==> src/rtl/nested_irq_pkg.sv <==
`default_nettype none
// ============================================================================
// Module      : nested_irq_pkg
// Description : Shared types and helpers for the nested interrupt controller.
//               Holds the controller FSM state encoding, width helpers and the
//               handler vector address function.
// Revision    : 1.0 - initial release
// ============================================================================
package nested_irq_pkg;

  localparam int N_IRQ_DEF = 3;
  localparam int DEPTH_DEF = 4;

  typedef enum logic [1:0] {
    ST_RUN   = 2'd0,
    ST_ENTER = 2'd1,
    ST_EXIT  = 2'd2
  } state_e;

  // Level width: levels run 0 (base) .. N_IRQ.
  function automatic int lvl_w(input int n_irq);
    return $clog2(n_irq + 1);
  endfunction

  // Depth width: depth runs 0 .. DEPTH.
  function automatic int depth_w(input int depth);
    return $clog2(depth + 1);
  endfunction

  // Pointer/index width that never collapses to zero bits.
  function automatic int clog2_min1(input int n);
    return (n > 1) ? $clog2(n) : 1;
  endfunction

  // Handler address for a source: base plus a fixed per-source stride.
  function automatic logic [31:0] vec_addr(input logic [31:0] base,
                                           input int unsigned shift,
                                           input logic [31:0] idx);
    return base + (idx << shift);
  endfunction

endpackage
`default_nettype wire

==> src/rtl/nested_irq_ctrl_if.sv <==
`default_nettype none
// ============================================================================
// Module      : nested_irq_ctrl_if
// Description : Bundle between the CPU/EPC stack and the nested interrupt
//               controller.
//   slave  (controller side): receives irq_in, irq_mask, ie, take_ok, ret_pc,
//          eret, epc_out; drives epc_en, epc_sel, epc_in, pc_load, pc_target,
//          stall, cur_level, depth, pending.
//   master (system side): the mirror image.
// Revision    : 1.0 - initial release
// ============================================================================
interface nested_irq_ctrl_if
  import nested_irq_pkg::*;
#(
  parameter int N_IRQ = N_IRQ_DEF,
  parameter int DEPTH = DEPTH_DEF
);
  localparam int LVL_W   = lvl_w(N_IRQ);
  localparam int DEPTH_W = depth_w(DEPTH);

  logic [N_IRQ-1:0]   irq_in;
  logic [N_IRQ-1:0]   irq_mask;
  logic               ie;
  logic               take_ok;
  logic [31:0]        ret_pc;
  logic               eret;
  logic [31:0]        epc_out;
  logic               epc_en;
  logic               epc_sel;
  logic [31:0]        epc_in;
  logic               pc_load;
  logic [31:0]        pc_target;
  logic               stall;
  logic [LVL_W-1:0]   cur_level;
  logic [DEPTH_W-1:0] depth;
  logic [N_IRQ-1:0]   pending;

  modport slave (
    input  irq_in, irq_mask, ie, take_ok, ret_pc, eret, epc_out,
    output epc_en, epc_sel, epc_in, pc_load, pc_target, stall,
           cur_level, depth, pending
  );

  modport master (
    output irq_in, irq_mask, ie, take_ok, ret_pc, eret, epc_out,
    input  epc_en, epc_sel, epc_in, pc_load, pc_target, stall,
           cur_level, depth, pending
  );
endinterface
`default_nettype wire

==> src/rtl/irq_prio_enc.sv <==
`default_nettype none
// ============================================================================
// Module      : irq_prio_enc
// Description : Masked fixed-priority encoder; the highest set index of
//               (req & mask) wins.
//   req   in  N_IRQ  request bits
//   mask  in  N_IRQ  per-bit enable
//   idx   out IDX_W  winning index (0 when none)
//   valid out 1      at least one enabled request
// Revision    : 1.0 - initial release
// ============================================================================
module irq_prio_enc
  import nested_irq_pkg::*;
#(
  parameter int N_IRQ = N_IRQ_DEF,
  parameter int IDX_W = clog2_min1(N_IRQ)
) (
  input  wire logic [N_IRQ-1:0] req,
  input  wire logic [N_IRQ-1:0] mask,
  output logic      [IDX_W-1:0] idx,
  output logic                  valid
);

  logic [N_IRQ-1:0] act;

  assign act = req & mask;

  // Ascending scan: later (higher) indices overwrite earlier ones.
  always_comb begin
    idx   = '0;
    valid = 1'b0;
    for (int i = 0; i < N_IRQ; i++) begin
      if (act[i]) begin
        idx   = IDX_W'(i);
        valid = 1'b1;
      end
    end
  end

endmodule
`default_nettype wire

==> src/rtl/nested_irq_ctrl.sv <==
`default_nettype none
// ============================================================================
// Module      : nested_irq_ctrl
// Description : Nested interrupt controller. Latches rising edges of the
//               request lines, arbitrates by fixed priority against the level
//               in service, and sequences the external EPC stack (push on
//               entry, pop on ERET) while redirecting and stalling the CPU.
//   clk  in  system clock, rising edge
//   rst  in  asynchronous active-high reset
//   bus  slave side of nested_irq_ctrl_if (requests, EPC stack, PC redirect,
//        stall and status)
// Revision    : 1.0 - initial release
// ============================================================================
module nested_irq_ctrl
  import nested_irq_pkg::*;
#(
  parameter int          N_IRQ     = N_IRQ_DEF,
  parameter int          DEPTH     = DEPTH_DEF,
  parameter logic [31:0] VEC_BASE  = 32'h0000_1000,
  parameter int unsigned VEC_SHIFT = 4
) (
  input wire logic          clk,
  input wire logic          rst,
  nested_irq_ctrl_if.slave  bus
);

  localparam int LW = lvl_w(N_IRQ);
  localparam int DW = depth_w(DEPTH);
  localparam int IW = clog2_min1(N_IRQ);
  localparam int PW = clog2_min1(DEPTH);

  state_e            state_q, state_d;
  logic [N_IRQ-1:0]  irq_prev_q, irq_prev_d;
  logic [N_IRQ-1:0]  pending_q, pending_d;
  logic [LW-1:0]     cur_level_q, cur_level_d;
  logic [DW-1:0]     depth_q, depth_d;
  logic [IW-1:0]     cand_idx_q, cand_idx_d;
  logic [31:0]       ret_pc_q, ret_pc_d;
  logic [LW-1:0]     lvl_stack_q [DEPTH];
  logic [LW-1:0]     lvl_stack_d [DEPTH];

  logic [IW-1:0]     enc_idx;
  logic              enc_valid;
  logic [LW-1:0]     cand_lvl;
  logic              cand_ok;
  logic              go_exit;
  logic              go_enter;
  logic [N_IRQ-1:0]  clr;
  logic [PW-1:0]     push_ptr;
  logic [PW-1:0]     pop_ptr;

  irq_prio_enc #(.N_IRQ(N_IRQ), .IDX_W(IW)) u_prio_enc (
    .req   (pending_q),
    .mask  (bus.irq_mask),
    .idx   (enc_idx),
    .valid (enc_valid)
  );

  // Source i runs at level i+1, so it preempts only strictly lower levels.
  assign cand_lvl = LW'(enc_idx) + LW'(1);
  assign cand_ok  = enc_valid & bus.ie & bus.take_ok &
                    (cand_lvl > cur_level_q) & (depth_q < DW'(DEPTH));

  // ERET wins over a simultaneous candidate; the candidate is re-arbitrated
  // after the level has been restored.
  assign go_exit  = (state_q == ST_RUN) & bus.eret & (depth_q != '0);
  assign go_enter = (state_q == ST_RUN) & ~go_exit & cand_ok;

  assign push_ptr = PW'(depth_q);
  assign pop_ptr  = PW'(depth_q - DW'(1));

  always_comb begin
    state_d     = state_q;
    irq_prev_d  = bus.irq_in;
    cur_level_d = cur_level_q;
    depth_d     = depth_q;
    cand_idx_d  = cand_idx_q;
    ret_pc_d    = ret_pc_q;
    lvl_stack_d = lvl_stack_q;
    clr         = '0;

    case (state_q)
      ST_RUN: begin
        if (go_exit) begin
          state_d = ST_EXIT;
        end else if (go_enter) begin
          state_d    = ST_ENTER;
          cand_idx_d = enc_idx;
          ret_pc_d   = bus.ret_pc;
        end
      end
      ST_ENTER: begin
        lvl_stack_d[push_ptr] = cur_level_q;
        cur_level_d           = LW'(cand_idx_q) + LW'(1);
        depth_d               = depth_q + DW'(1);
        clr                   = N_IRQ'(1) << cand_idx_q;
        state_d               = ST_RUN;
      end
      ST_EXIT: begin
        cur_level_d = lvl_stack_q[pop_ptr];
        depth_d     = depth_q - DW'(1);
        state_d     = ST_RUN;
      end
      default: state_d = ST_RUN;
    endcase

    // Clear first, then OR in new edges so a same-cycle edge survives.
    pending_d = (pending_q & ~clr) | (bus.irq_in & ~irq_prev_q);
  end

  always_ff @(posedge clk or posedge rst) begin
    if (rst) begin
      state_q     <= ST_RUN;
      irq_prev_q  <= '0;
      pending_q   <= '0;
      cur_level_q <= '0;
      depth_q     <= '0;
      cand_idx_q  <= '0;
      ret_pc_q    <= '0;
      lvl_stack_q <= '{default: '0};
    end else begin
      state_q     <= state_d;
      irq_prev_q  <= irq_prev_d;
      pending_q   <= pending_d;
      cur_level_q <= cur_level_d;
      depth_q     <= depth_d;
      cand_idx_q  <= cand_idx_d;
      ret_pc_q    <= ret_pc_d;
      lvl_stack_q <= lvl_stack_d;
    end
  end

  // Redirect/EPC strobes are decoded from the registered state only; stall
  // additionally covers the RUN cycle that commits to ENTER or EXIT.
  assign bus.epc_en    = (state_q != ST_RUN);
  assign bus.epc_sel   = (state_q == ST_EXIT);
  assign bus.epc_in    = (state_q == ST_ENTER) ? ret_pc_q : '0;
  assign bus.pc_load   = (state_q != ST_RUN);
  assign bus.pc_target = (state_q == ST_ENTER) ?
                           vec_addr(VEC_BASE, VEC_SHIFT, 32'(cand_idx_q)) :
                         (state_q == ST_EXIT) ? bus.epc_out : '0;
  assign bus.stall     = (state_q != ST_RUN) | go_exit | go_enter;
  assign bus.cur_level = cur_level_q;
  assign bus.depth     = depth_q;
  assign bus.pending   = pending_q;

endmodule
`default_nettype wire

==> src/flat_wrapper.sv <==
// flat-port wrapper written by rule: the top's interface ports become plain ports
module nested_irq_ctrl_flat import nested_irq_pkg::*;
#(
  parameter int          N_IRQ     = N_IRQ_DEF,
  parameter int          DEPTH     = DEPTH_DEF,
  parameter logic [31:0] VEC_BASE  = 32'h0000_1000,
  parameter int unsigned VEC_SHIFT = 4
)
  (clk, rst, bus_irq_in, bus_irq_mask, bus_ie, bus_take_ok, bus_ret_pc, bus_eret, bus_epc_out, bus_epc_en, bus_epc_sel, bus_epc_in, bus_pc_load, bus_pc_target, bus_stall, bus_cur_level, bus_depth, bus_pending);
  nested_irq_ctrl_if #(.N_IRQ(N_IRQ), .DEPTH(DEPTH)) bus_i ();
  input wire logic clk;
  input wire logic rst;
  input wire logic [$bits(bus_i.irq_in)-1:0] bus_irq_in;
  input wire logic [$bits(bus_i.irq_mask)-1:0] bus_irq_mask;
  input wire logic [$bits(bus_i.ie)-1:0] bus_ie;
  input wire logic [$bits(bus_i.take_ok)-1:0] bus_take_ok;
  input wire logic [$bits(bus_i.ret_pc)-1:0] bus_ret_pc;
  input wire logic [$bits(bus_i.eret)-1:0] bus_eret;
  input wire logic [$bits(bus_i.epc_out)-1:0] bus_epc_out;
  output wire logic [$bits(bus_i.epc_en)-1:0] bus_epc_en;
  output wire logic [$bits(bus_i.epc_sel)-1:0] bus_epc_sel;
  output wire logic [$bits(bus_i.epc_in)-1:0] bus_epc_in;
  output wire logic [$bits(bus_i.pc_load)-1:0] bus_pc_load;
  output wire logic [$bits(bus_i.pc_target)-1:0] bus_pc_target;
  output wire logic [$bits(bus_i.stall)-1:0] bus_stall;
  output wire logic [$bits(bus_i.cur_level)-1:0] bus_cur_level;
  output wire logic [$bits(bus_i.depth)-1:0] bus_depth;
  output wire logic [$bits(bus_i.pending)-1:0] bus_pending;
  assign bus_i.irq_in = bus_irq_in;
  assign bus_i.irq_mask = bus_irq_mask;
  assign bus_i.ie = bus_ie;
  assign bus_i.take_ok = bus_take_ok;
  assign bus_i.ret_pc = bus_ret_pc;
  assign bus_i.eret = bus_eret;
  assign bus_i.epc_out = bus_epc_out;
  assign bus_epc_en = bus_i.epc_en;
  assign bus_epc_sel = bus_i.epc_sel;
  assign bus_epc_in = bus_i.epc_in;
  assign bus_pc_load = bus_i.pc_load;
  assign bus_pc_target = bus_i.pc_target;
  assign bus_stall = bus_i.stall;
  assign bus_cur_level = bus_i.cur_level;
  assign bus_depth = bus_i.depth;
  assign bus_pending = bus_i.pending;
  nested_irq_ctrl #(.N_IRQ(N_IRQ), .DEPTH(DEPTH), .VEC_BASE(VEC_BASE), .VEC_SHIFT(VEC_SHIFT)) u_core (.clk(clk), .rst(rst), .bus(bus_i));
endmodule
==> config.mk <==
export PLATFORM = sky130hd
export DESIGN_NAME = nested_irq_ctrl_flat
export DESIGN_NICKNAME = d
export VERILOG_FILES = /design/src/rtl/nested_irq_pkg.sv /design/src/rtl/nested_irq_ctrl_if.sv /design/src/rtl/irq_prio_enc.sv /design/src/rtl/nested_irq_ctrl.sv /design/src/flat_wrapper.sv
export SDC_FILE = /design/constraint.sdc
export NUM_CORES = 1
export LEC_CHECK = 0
export BUFFER_PORTS_ARGS = -buffer_cell sky130_fd_sc_hd__buf_2
export CELL_PAD_IN_SITES_DETAIL_PLACEMENT = 0
export CELL_PAD_IN_SITES_GLOBAL_PLACEMENT = 1
export CORE_ASPECT_RATIO = 1.75
export CORE_MARGIN = 2
export CORE_UTILIZATION = 33
export CTS_BUF_LIST = sky130_fd_sc_hd__clkbuf_4 sky130_fd_sc_hd__clkbuf_8
export DETAILED_ROUTE_END_ITERATION = 7
export PLACE_DENSITY_LB_ADDON = 0.1
export SYNTH_ARGS = -nofsm -noshare
export SYNTH_HDL_FRONTEND = slang
export SYNTH_HIERARCHICAL = 1
export SYNTH_SLANG_ARGS = --single-unit
==> constraint.sdc <==
create_clock -name clk -period 2.7 [get_ports clk]
set_input_delay 0.135 -clock clk [delete_from_list [all_inputs] [get_ports clk]]
set_output_delay 0.135 -clock clk [all_outputs]
set_load 0.02 [all_outputs]
* Yosys cells after proc, flatten, opt, wreduce, memory -nomap -nowiden *
Cells that the tools add are included.

operators by class
  reduce and logical (&&, ||, !) cells = 6
  divide/modulo/power cells = 0
  eq/ne operators = 3
  add/subtract/negate cells = 5
  multiplexer cells = 20
  bitwise logic cells = 19
  $lt $le $gt $ge = 5
  shift operators = 1
  multipliers = 0

operators by type and width
  cell                                                      number
  two-way mux 32 bit                                        3
  adder 13 x 6 -> 14 bit, first input constant              1
  two-way mux 2 bit                                         7
  bitwise AND 3 bit                                         3
  bitwise AND 1 bit                                         8
  bitwise mux 8 bit                                         1
  greater-or-equal comparator 3 bit, second input constant  2
  NOT 2 -> 3 bit                                            2
  NOT 3 bit                                                 2
  one-hot mux 3 bit (2 select lines)                        1
  adder 2 x 1 -> 2 bit, second input constant               2
  binary-select mux 2 bit (select 2 bit)                    1
  demux 2 bit (select 2 bit)                                1
  two-way mux 1 bit                                         4
  one-hot mux 2 bit (2 select lines)                        1
  nonzero test 2 bit                                        2
  adder 3 x 1 -> 3 bit, second input constant               1
  < comparator 3 x 1 -> 1 bit, second input constant        1
  < comparator 3 bit, second input constant                 1
  two-way mux 3 bit                                         1
  inequality test 3 x 1 -> 1 bit, second input constant     1
  OR 3 bit                                                  1
  AND reduction 3 bit                                       1
  nonzero test 3 bit                                        1
  9 further kinds                                           10

storage, ports and cells
  memories = 0
  word-level logic and storage cells = 70
  memory bits (read-only) = 0
  bits in writable memories = 0
  input bits = 75
  register bits = 55
  latch bits = 0

* Logic depth before layout (Yosys ltp) *
Gate-level depths: netlist (run 1).

  depth after elaboration = 12
  gate-level depth with buffers = 9
  depth with buffers taken out = 8

* Hierarchy *
The synthesis (run 1) kept the hierarchy.

modules (own cells, without submodules)
  module           times used  area an instance (sq um)  cells an instance  sequential area each (sq um)
  nested_irq_ctrl  1           2967.8                    246                1376.3
  irq_prio_enc     1           28.8                      5                  0.0

* Worst setup path before layout (run 1) *
Ideal clock, no wire load.

  kind = register -> register
  from = register u_core.pending_q[2] (netlist: u_core/bus.pending[2])
  to = register u_core.cand_idx_q[0]
  arrival = 2.218 ns
  slack = 0.357 ns
  buffers on the path = 1
  required time = 2.575 ns
  clock period less this slack = 2.343 ns
  library setup time = 0.125 ns
  stages on the path, launching flop included = 10
  path through = dfrtp_1 -> and2_2 -> nor2_1 -> xor2_1 -> ha_1 -> nor2b_1 -> o211ai_4 -> nor2_8 -> buf_12 -> mux2_4

between the ends
  longest elaborated chain between the ends = 8
  elaborated cells on any way between the ends = 11
  those cells by class = add/sub: 1; order compare: 1; mux: 2; bitwise: 6; reduce/logical: 1

RTL lines
  what                           line                    text
  from (decl)                    nested_irq_ctrl.sv:34   logic [N_IRQ-1:0] pending_q, pending_d;
  from (signal assigned)         nested_irq_ctrl.sv:124  pending_q <= pending_d;
  bitwise AND 3 bit              irq_prio_enc.sv:26      assign act = req & mask;
  two-way mux 2 bit              irq_prio_enc.sv:33      if (act[i]) begin
  named net u_core.enc_idx[1]    nested_irq_ctrl.sv:42   logic [IW-1:0] enc_idx;
  adder 2 x 1 -> 2 bit           nested_irq_ctrl.sv:60   assign cand_lvl = LW'(enc_idx) + LW'(1);
  > comparator 2 bit             nested_irq_ctrl.sv:62   (cand_lvl > cur_level_q) & (depth_q < DW'(DEPTH));
  bitwise AND 1 bit              nested_irq_ctrl.sv:61   assign cand_ok = enc_valid & bus.ie & bus.take_ok &
  bitwise AND 1 bit              nested_irq_ctrl.sv:62
  bitwise AND 1 bit              nested_irq_ctrl.sv:67   assign go_enter = (state_q == ST_RUN) & ~go_exit & cand_ok;
  AND reduction 3 bit (no line)  n/a
  to (signal assigned)           nested_irq_ctrl.sv:127  cand_idx_q <= cand_idx_d;
  to (decl)                      nested_irq_ctrl.sv:37   logic [IW-1:0] cand_idx_q, cand_idx_d;

The timed path passes the listed nets, and every way through them passes these cells.
A chain may end at the register's enable or synchronous reset.

* Final worst setup path (run 1) *
  from = register u_core.pending_q[2] (netlist: u_core/bus.pending[2])
  to = register u_core.ret_pc_q[10]

between the ends
  longest elaborated chain between the ends = 8
  elaborated cells on any way between the ends = 11
  those cells by class = add/sub: 1; order compare: 1; mux: 2; bitwise: 6; reduce/logical: 1

RTL lines
  what                           line                    text
  bitwise AND 3 bit              irq_prio_enc.sv:26
  two-way mux 2 bit              irq_prio_enc.sv:33
  named net u_core.enc_idx[1]    nested_irq_ctrl.sv:42
  adder 2 x 1 -> 2 bit           nested_irq_ctrl.sv:60
  > comparator 2 bit             nested_irq_ctrl.sv:62
  bitwise AND 1 bit              nested_irq_ctrl.sv:61
  bitwise AND 1 bit              nested_irq_ctrl.sv:62
  bitwise AND 1 bit              nested_irq_ctrl.sv:67
  AND reduction 3 bit (no line)  n/a
  to (signal assigned)           nested_irq_ctrl.sv:128  ret_pc_q <= ret_pc_d;
  to (decl)                      nested_irq_ctrl.sv:38   logic [31:0] ret_pc_q, ret_pc_d;

The timed path passes the listed nets, and every way through them passes these cells.

==> summary.txt, run 1 <==
STA
  • Fin crit share: 90.6%
  • Final hold violations: 0
  • Post-layout min period: ~2.4 ns
  • Fin. max-slew vios: 0
  • Skew final: 0.0119 ns
  • Setup violations, final: 0
  • Setup TNS: 0 ns
  • RSZ-0062 raised after global routing: false
  • Fmax: between 0.4 and 0.5 GHz
  • Worst-Margin Slew: between 0.7 and 0.8 ns
  • Max_slew headroom: between 50% and 60%

Routing
  • Wirelength, routed: between 7000 and 8000 um
  • DRT iter0 DRCs: 104
  • Post-route ant nets: 0
  • Via count: between 2,000 and 2,500
  • Drt pass-1 iters: 4
  • WL/cell: around 14 um
  • Via/cell ratio: 4.39
  • Remaining DRCs: 0

Die
  • Core ar.: between 8000 and 9000 um^2
  • Starting Density: between 30% and 40%
  • Io pins: 151
  • FP Rows: 46
  • Die Span X: approximately 76 um
  • Chip Height: roughly 130 um
  • Die area: slightly below 10,000 um^2

Logic synthesis
  • Asr flop ratio synth: 100%
  • Leading area contributor after synthesis: dfrtp_1
  • Main synth FF type: dfrtp_1
  • Count leader, synth: and2_1
  • Syn nets: 339
  • Top post-synthesis cells by area: dfrtp_1 (46%), mux2_4 (15%), and2_1 (13%)
  • Most frequent cells after synthesis: and2_1 (61), dfrtp_1 (55), mux2_4 (30)
  • Syn_area_per_cell: roughly 12 um^2
  • Yosys Warn Count: 6
  • Share of the synthesized area in the top cell type: about 46%
  • Number of synthesized flops with an enable pin: 0
  • Syn Inst Count: 251
  • Mapped Area: around 3000 um^2
  • Sequential share of the synthesized area: between 40% and 50%
  • Post-synth cell types: 29
  • Number of register bits inferred by synthesis: 55

Worst setup path
  • Critical path buffers and inverters: 1
  • CP Cell Sequence: and2_2, nor2_1, xor2_1, ha_1, nor2b_1, o211ai_4, nor2_8, buf_12, mux2_2
  • Worst path slowest cell: dfrtp_1
  • Reg-to-reg slack, setup: roughly 0.25 ns
  • Cell family with most CP delay: simple AND/OR/NAND/NOR gates
  • Crit Reg-Reg Startpoint: u_core/bus.pending[2]$_DFF_PP0_
  • Crit path max fanout: 34
  • Setup Crit Path Kind: flip-flop to flip-flop
  • Setup crit start kind: flip-flop
  • Worst r2r path cells: 9
  • CP max stage delay: between 0.4 and 0.5 ns
  • Worst path required time: between 2 and 3 ns
  • Critical Path Sink Type: flip-flop
  • WP data arrival: 2.64 ns
  • FF-to-FF End: u_core/ret_pc_q[10]$_DFFE_PP0P_

Power and ir drop
  • Leakage: between 2 and 2.5 nW
  • Total power: between 0.003 and 0.004 W
  • PD cells: slightly above 900 nW/um^2
  • Maximum vdd drop: slightly below 0.5 mV

Global routing
  • Initial antenna violation count: 0
  • Total track usage: between 10% and 20%
  • First-pass GRT wire length: 11,300 um
  • Largest net degree at the start of global routing: 56
  • Vias in the first global route: about 2,300
  • Congestion Overflow GR: 0

Outcome
  • Status: completed

Worst hold path
  • Worst Hold Class: input port to asynchronous set/reset pin

Clocking
  • CTS Buf Count: 5
  • CTS Root Buffer Type: clkbuf_8
  • Clock tree buffer depth: 2
  • Post-CTS Setup Inserts: 0
  • Clk sinks: 55
  • TritonCTS clock tree: done
  • Clk_lat worst skew: about 0.31 ns
  • Clk slew on worst S/H paths: about 0.10 ns
  • Htree depth: 2

Layout
  • Antenna diode instance count: 0
  • Seq. cell area: 1380 um^2
  • Fillers: 860
  • Layout cells sized above 1: around half
  • Area occupied by multi-input gates: roughly 1500 um^2
  • Synth-to-layout area growth: 33.0%
  • Nets@finish: between 400 and 500

Placed design
  • RD Place Congestion: just over 0.7
  • Post-DP HPWL: 5410 um
  • Port Buf Inserts: 150

Job
  • Max-Cap Viols: 0
==> through the flow <==
stage | setup slack, ns | cell area [um^2] | hold slack (ns) | util [%] | cells
after global routing | 0.0570 | 3990 | 0.0296 | 44.7 | 523
after floorplan | 0.357 | 3000 | 0.166 | - | 251
after detailed placement | 0.242 | 3840 | 0.264 | 43.0 | 512
after global placement | 0.301 | 3840 | 0.261 | 43.0 | 512
after CTS | 0.213 | 3990 | 0.0204 | 44.7 | 523
final | 0.253 | 3990 | 0.00272 | 44.7 | 523
==> registers in the layout (all words and copies together) (netlist names) <==
name	flops
u_core/ret_pc_q	32
u_core/lvl_stack_q	8
u_core/bus.depth	3
u_core/bus.pending	3
u_core/irq_prev_q	3
u_core/bus.cur_level	2
u_core/cand_idx_q	2
u_core/state_q	2
==> cells in the final DEF, fill, tap and decap left out, types with 3 or more instances in the layout <==
cell	n
a21oi_1	5
mux2_4	30
nand2_1	19
buf_2	150
buf_4	3
inv_1	12
ha_1	13
dlygate4sd3_1	3
mux2_2	9
dfrtp_1	55
o21ai_0	8
nor2_1	5
and2_1	61
clkbuf_8	6
==> per-layer routing <==
metal / routed length (um) / GRT usage (%) / up-vias / part of all wire [%]
met5: 0 / 0 / - / 0
met4: 155 / 6.10 / 0 / 2.1
met3: 513 / 4.08 / 9 / 7.1
met2: 3890 / 27.6 / 98 / 54
met1: 2690 / 15.3 / 1076 / 37
li1: - / - / 1115 / -
==> cells by family (layout without fill, tap and decap cells) <==
logic type                 after synthesis  in the layout  synth area share, %
xor gates and xnor gates                 4              4                 1.17
muxes                                   42             42                 20.3
DFF                                     55             55                 45.9
AOI/OAI and AO/OA                       19             19                 4.34
and+or+nand+nor                         92             92                 17.8
buffers and inverters                   26            178                 5.05
adders and majority gates               13             13                 5.43
==> final cells by class <==
| cell class | count | share of cell area (%) |
|---|---|---|
| tap | 120 | 3.77 |
| multi-input combinational | 170 | 36.9 |
| sequential | 55 | 34.5 |
| inverter | 13 | 1.22 |
| timing repair buffer | 157 | 20.7 |
| clock buffer | 6 | 2.07 |
| clock inverter | 2 | 0.879 |
==> worst reg2reg max path, delay by kind of cell, from the launching register on <==
family	cells	cell delay [ns]
xor+xnor	1	0.10
simple gates	4	0.76
buf+inv	1	0.26
fa+ha+maj	1	0.29
compound gates	1	0.14
mux	1	0.38
flops	1	0.41
==> repair_timing <==
action | CTS | global route
hold buffers | 3 | 0
endpoints found under the hold margin | 3 | 0
gates resized for setup | 0 | 0
==> power breakdown <==
part | total, W | internal, W | switching (W)
Combinational | 0.00171 | 0.000842 | 0.000866
Clock | 0.000565 | 0.000300 | 0.000265
Sequential | 0.00139 | 0.00117 | 0.000221
==> worst max path at each step <==
| stage | startpoint | endpoint | cells after the start | slack [ns] |
|---|---|---|---|---|
| 2_1_floorplan | u_core/bus.pending[2]$_DFF_PP0_ | u_core/cand_idx_q[0]$_DFFE_PP0P_ | 9 | 0.36 |
| 3_3_place_gp | u_core/bus.pending[2]$_DFF_PP0_ | u_core/ret_pc_q[11]$_DFFE_PP0P_ | 9 | 0.30 |
| 3_5_place_dp | u_core/bus.pending[2]$_DFF_PP0_ | u_core/ret_pc_q[10]$_DFFE_PP0P_ | 9 | 0.24 |
| 4_1_cts | u_core/bus.pending[2]$_DFF_PP0_ | u_core/ret_pc_q[10]$_DFFE_PP0P_ | 9 | 0.21 |
| 5_1_grt | u_core/bus.pending[2]$_DFF_PP0_ | u_core/ret_pc_q[10]$_DFFE_PP0P_ | 9 | 0.06 |
| 6_report | u_core/bus.pending[2]$_DFF_PP0_ | u_core/ret_pc_q[10]$_DFFE_PP0P_ | 9 | 0.25 |
(Power assumes the default switching activity.)
==> run 2, diff against run 1 <==
SYNTH_HIERARCHICAL = unset   (was 1)
==> run 2 against run 1 <==
Net effect: wire length decreased by 3.3%; final cell count increased by 1.1%; area after synthesis decreased by 0.75%; non-clock buffer count increased by 9; utilization increased by 1.8 points; largest cell class unchanged; highest routed layer unchanged.
==> summary.txt, run 2 <==
Die
  • Die Span X: 75.8 um (-0.36%)
  • Chip Height: 130 um (-0.37%)
  • FP Rows: 45 (-2.2%)
  • Core ar.: 8730 um^2 (-2.2%)
  • Io pins: 151 (unchanged)
  • Die area: 9820 um^2 (-0.72%)
  • Starting Density: 34.1% (+0.49 points)

Clocking
  • Htree depth: 2 (unchanged)
  • Clk slew on worst S/H paths: 0.10 ns (about the same)
  • TritonCTS clock tree: done
  • Post-CTS Setup Inserts: 0 (unchanged)
  • CTS Buf Count: 5 (unchanged)
  • Clk sinks: 55 (unchanged)
  • Clk_lat worst skew: 0.31 ns (about the same)
  • Clock tree buffer depth: 2 (unchanged)
  • CTS Root Buffer Type: clkbuf_8

Global routing
  • First-pass GRT wire length: 10,300 um (-8.9%)
  • Largest net degree at the start of global routing: 33 (-41%)
  • Total track usage: 14.1% (-0.58 points)
  • Initial antenna violation count: 0 (unchanged)
  • Vias in the first global route: 2,163 (-5.7%)
  • Congestion Overflow GR: 0 (unchanged)

Worst setup path
  • WP data arrival: 2.79 ns (+0.15 ns)
  • Worst r2r path cells: 8 (-1)
  • Crit Reg-Reg Startpoint: u_core.bus.pending[2]$_DFF_PP0_
  • FF-to-FF End: u_core.ret_pc_q[5]$_DFFE_PP0P_
  • Worst path required time: 2.90 ns (about the same)
  • Critical Path Sink Type: flip-flop
  • Setup crit start kind: flip-flop
  • Setup Crit Path Kind: flip-flop to flip-flop
  • Reg-to-reg slack, setup: 0.12 ns (-0.14 ns)
  • Crit path max fanout: 16 (-53%)

Power and ir drop
  • Sw frac: 36.0% (-0.90 points)
  • Combinational share of power: 47.2% (+0.5 points)
  • Clk pwr share: 16.5% (+1.1 points)
  • Leakage: 2.30 nW (+4.8%)
  • PD cells: 946 nW/um^2 (+3.0%)
  • Switch Pwr: 0.00138 W (+2.3%)
  • P_int: 0.00246 W (+6.4%)
  • Sequential power share: 36.2% (-1.7 points)
  • Maximum vdd drop: 0.390 mV (-20%)

STA
  • RSZ-0062 raised after global routing: false
  • Post-layout min period: 2.58 ns (+0.136 ns)
  • Max_slew headroom: 64.8% (+12 points)
  • Fin. max-slew vios: 0 (unchanged)
  • Final hold violations: 0 (unchanged)
  • Skew final: 0.00827 ns (-0.00362 ns)
  • Setup violations, final: 0 (unchanged)
  • Fin crit share: 95.7% (+5.0 points)
  • Worst-Margin Slew: 0.527 ns (-0.187 ns)
  • Setup TNS: 0 ns (unchanged)
  • Fmax: 0.387 GHz (-5.3%)

Logic synthesis
  • Syn Inst Count: 252 (+0.40%)
  • Top post-synthesis cells by area: dfrtp_1 (46%), mux2_4 (15%), and2_1 (13%)
  • Main synth FF type: dfrtp_1
  • Mapped Area: 2970 um^2 (-0.75%)
  • Syn_area_per_cell: 11.8 um^2 (-1.1%)
  • Most frequent cells after synthesis: and2_1 (62), dfrtp_1 (55), mux2_4 (30)
  • Post-synth cell types: 28 (-3.4%)
  • Count leader, synth: and2_1
  • Asr flop ratio synth: 100% (unchanged)
  • Sequential share of the synthesized area: 46.3% (+0.35 points)
  • Syn nets: 340 (+0.29%)
  • Yosys Warn Count: 0 (-6)
  • Share of the synthesized area in the top cell type: 46.3% (+0.35 points)
  • Number of register bits inferred by synthesis: 55 (unchanged)
  • Leading area contributor after synthesis: dfrtp_1
  • Number of synthesized flops with an enable pin: 0 (unchanged)

Worst hold path
  • Min-delay src: bus_ret_pc[29]
  • Worst Hold Class: input port to flip-flop
  • WHS Path Cells: 2
  • Hold Crit Endpoint: u_core.ret_pc_q[29]$_DFFE_PP0P_

Routing
  • Via count: 2,325 (+1.2%)
  • Post-route ant nets: 0 (unchanged)
  • Drt pass-1 iters: 4 (unchanged)
  • WL/cell: 13.2 um (-4.4%)
  • Remaining DRCs: 0 (unchanged)
  • Via/cell ratio: 4.40 (about the same)
  • DRT iter0 DRCs: 100 (-3.8%)
  • Wirelength, routed: 7010 um (-3.3%)

Layout
  • Regs by FF count: u_core.ret_pc_q: 32 flops, u_core.lvl_stack_q: 8 flops
  • Largest Register: u_core.ret_pc_q
  • Most frequent cells in the layout: buf_2 (150), and2_1 (62), dfrtp_1 (55)
  • Largest register FFs: 32 (unchanged)
  • Antenna diode instance count: 0 (unchanged)
  • Layout cells sized above 1: 51.7% (-0.16 points)
  • Synth-to-layout area growth: 36.4%
  • Non-Filler Instances: 529 (+1.1%)
  • Nets@finish: 499 (+1.8%)
  • Commonest non-fill, non-tap cell in the layout: buf_2

Job
  • Max-Cap Viols: 0 (unchanged)

Outcome
  • Status: completed

Placed design
  • DP Cell Count: 516 (+0.78%)
  • Port Buf Inserts: 150 (unchanged)
  • RD Place Congestion: 0.728 (+0.32%)
  • Post-DP HPWL: 5350 um (-1.3%)
-- run 2: how the worst max path moves through the flow --
stage	from	endpoint	slack (ns)	cells past startpoint
after floorplan	u_core.bus.pending[2]$_DFF_PP0_	u_core.cand_idx_q[0]$_DFFE_PP0P_	0.004	9
after global routing	u_core.bus.pending[2]$_DFF_PP0_	u_core.ret_pc_q[0]$_DFFE_PP0P_	0.02	8
after detailed placement	u_core.bus.pending[2]$_DFF_PP0_	u_core.ret_pc_q[2]$_DFFE_PP0P_	0.03	8
after global placement	u_core.bus.pending[2]$_DFF_PP0_	u_core.ret_pc_q[28]$_DFFE_PP0P_	0.06	8
after CTS	u_core.bus.pending[2]$_DFF_PP0_	u_core.ret_pc_q[16]$_DFFE_PP0P_	0.01	8
final	u_core.bus.pending[2]$_DFF_PP0_	u_core.ret_pc_q[5]$_DFFE_PP0P_	0.12	8
-- run 2: critical path: stages (launching register included) --
cell       delay, ns
dfrtp_1         0.38
and2_1          0.17
nand2b_1        0.14
ha_1            0.28
and2_0          0.16
a2111o_1        0.39
or3b_4          0.43
clkbuf_16       0.21
mux2_4          0.30
-- run 2: final cells by class --
type | instances | area (um^2)
clock buffers | 5 | 68.8
clock inverters | 3 | 67.6
fillers | 847 | 4670
inverters | 14 | 52.6
multi-input cells | 169 | 1440
flip-flops and latches | 55 | 1380
well taps | 117 | 146
repair buffers | 166 | 911
-- run 2: repair_timing --
action | in CTS | in global routing
endpoints found under the setup margin | 0 | 32
gates resized for setup | 0 | 1
hold endpoints to repair | 27 | 0
hold buffers | 4 | 0
-- run 2: cells by family (layout without fill, tap and decap cells) --
| logic type | Yosys count | in the layout | synth area share, % |
|---|---|---|---|
| simple gates | 92 | 92 | 17.5 |
| fa+ha+maj | 13 | 13 | 5.47 |
| mux | 42 | 42 | 20.4 |
| xor+xnor | 3 | 3 | 0.884 |
| compound gates | 19 | 19 | 3.91 |
| flops | 55 | 55 | 46.3 |
| buf+inv | 28 | 188 | 5.55 |
-- run 2: power by group through the flow --
stage                     Sequential [W]  Combinational [W]  Clock (W)
after global placement           0.00140            0.00181          0
after detailed placement         0.00140            0.00183          0
after global routing             0.00144            0.00202   0.000691
final                            0.00139            0.00181   0.000635
after CTS                        0.00139            0.00184   0.000664
after floorplan                  0.00140            0.00129          0
-- run 2: metal layers --
metal / vias to the layer above / GRT usage (%) / part of all wire (%)
met1: 1071 / 16.1 / 39
met3: 6 / 2.88 / 7.2
met2: 114 / 24.7 / 52
met4: 0 / 5.57 / 1.7
met5: - / 0 / 0
li1: 1134 / - / -
-- run 2: metrics by stage --
step	utilization, %	worst slack [ns]	area (um^2)	total power (W)	hold slack (ns)
final	46.5	0.117	4060	0.00384	0.0442
after floorplan	-	0.00419	2970	0.00269	0.166
after global routing	46.5	0.0242	4060	0.00415	0.0293
after global placement	44.2	0.0592	3850	0.00321	0.210
after detailed placement	44.2	0.0260	3850	0.00323	0.209
after CTS	46.2	0.0107	4030	0.00390	0.0250
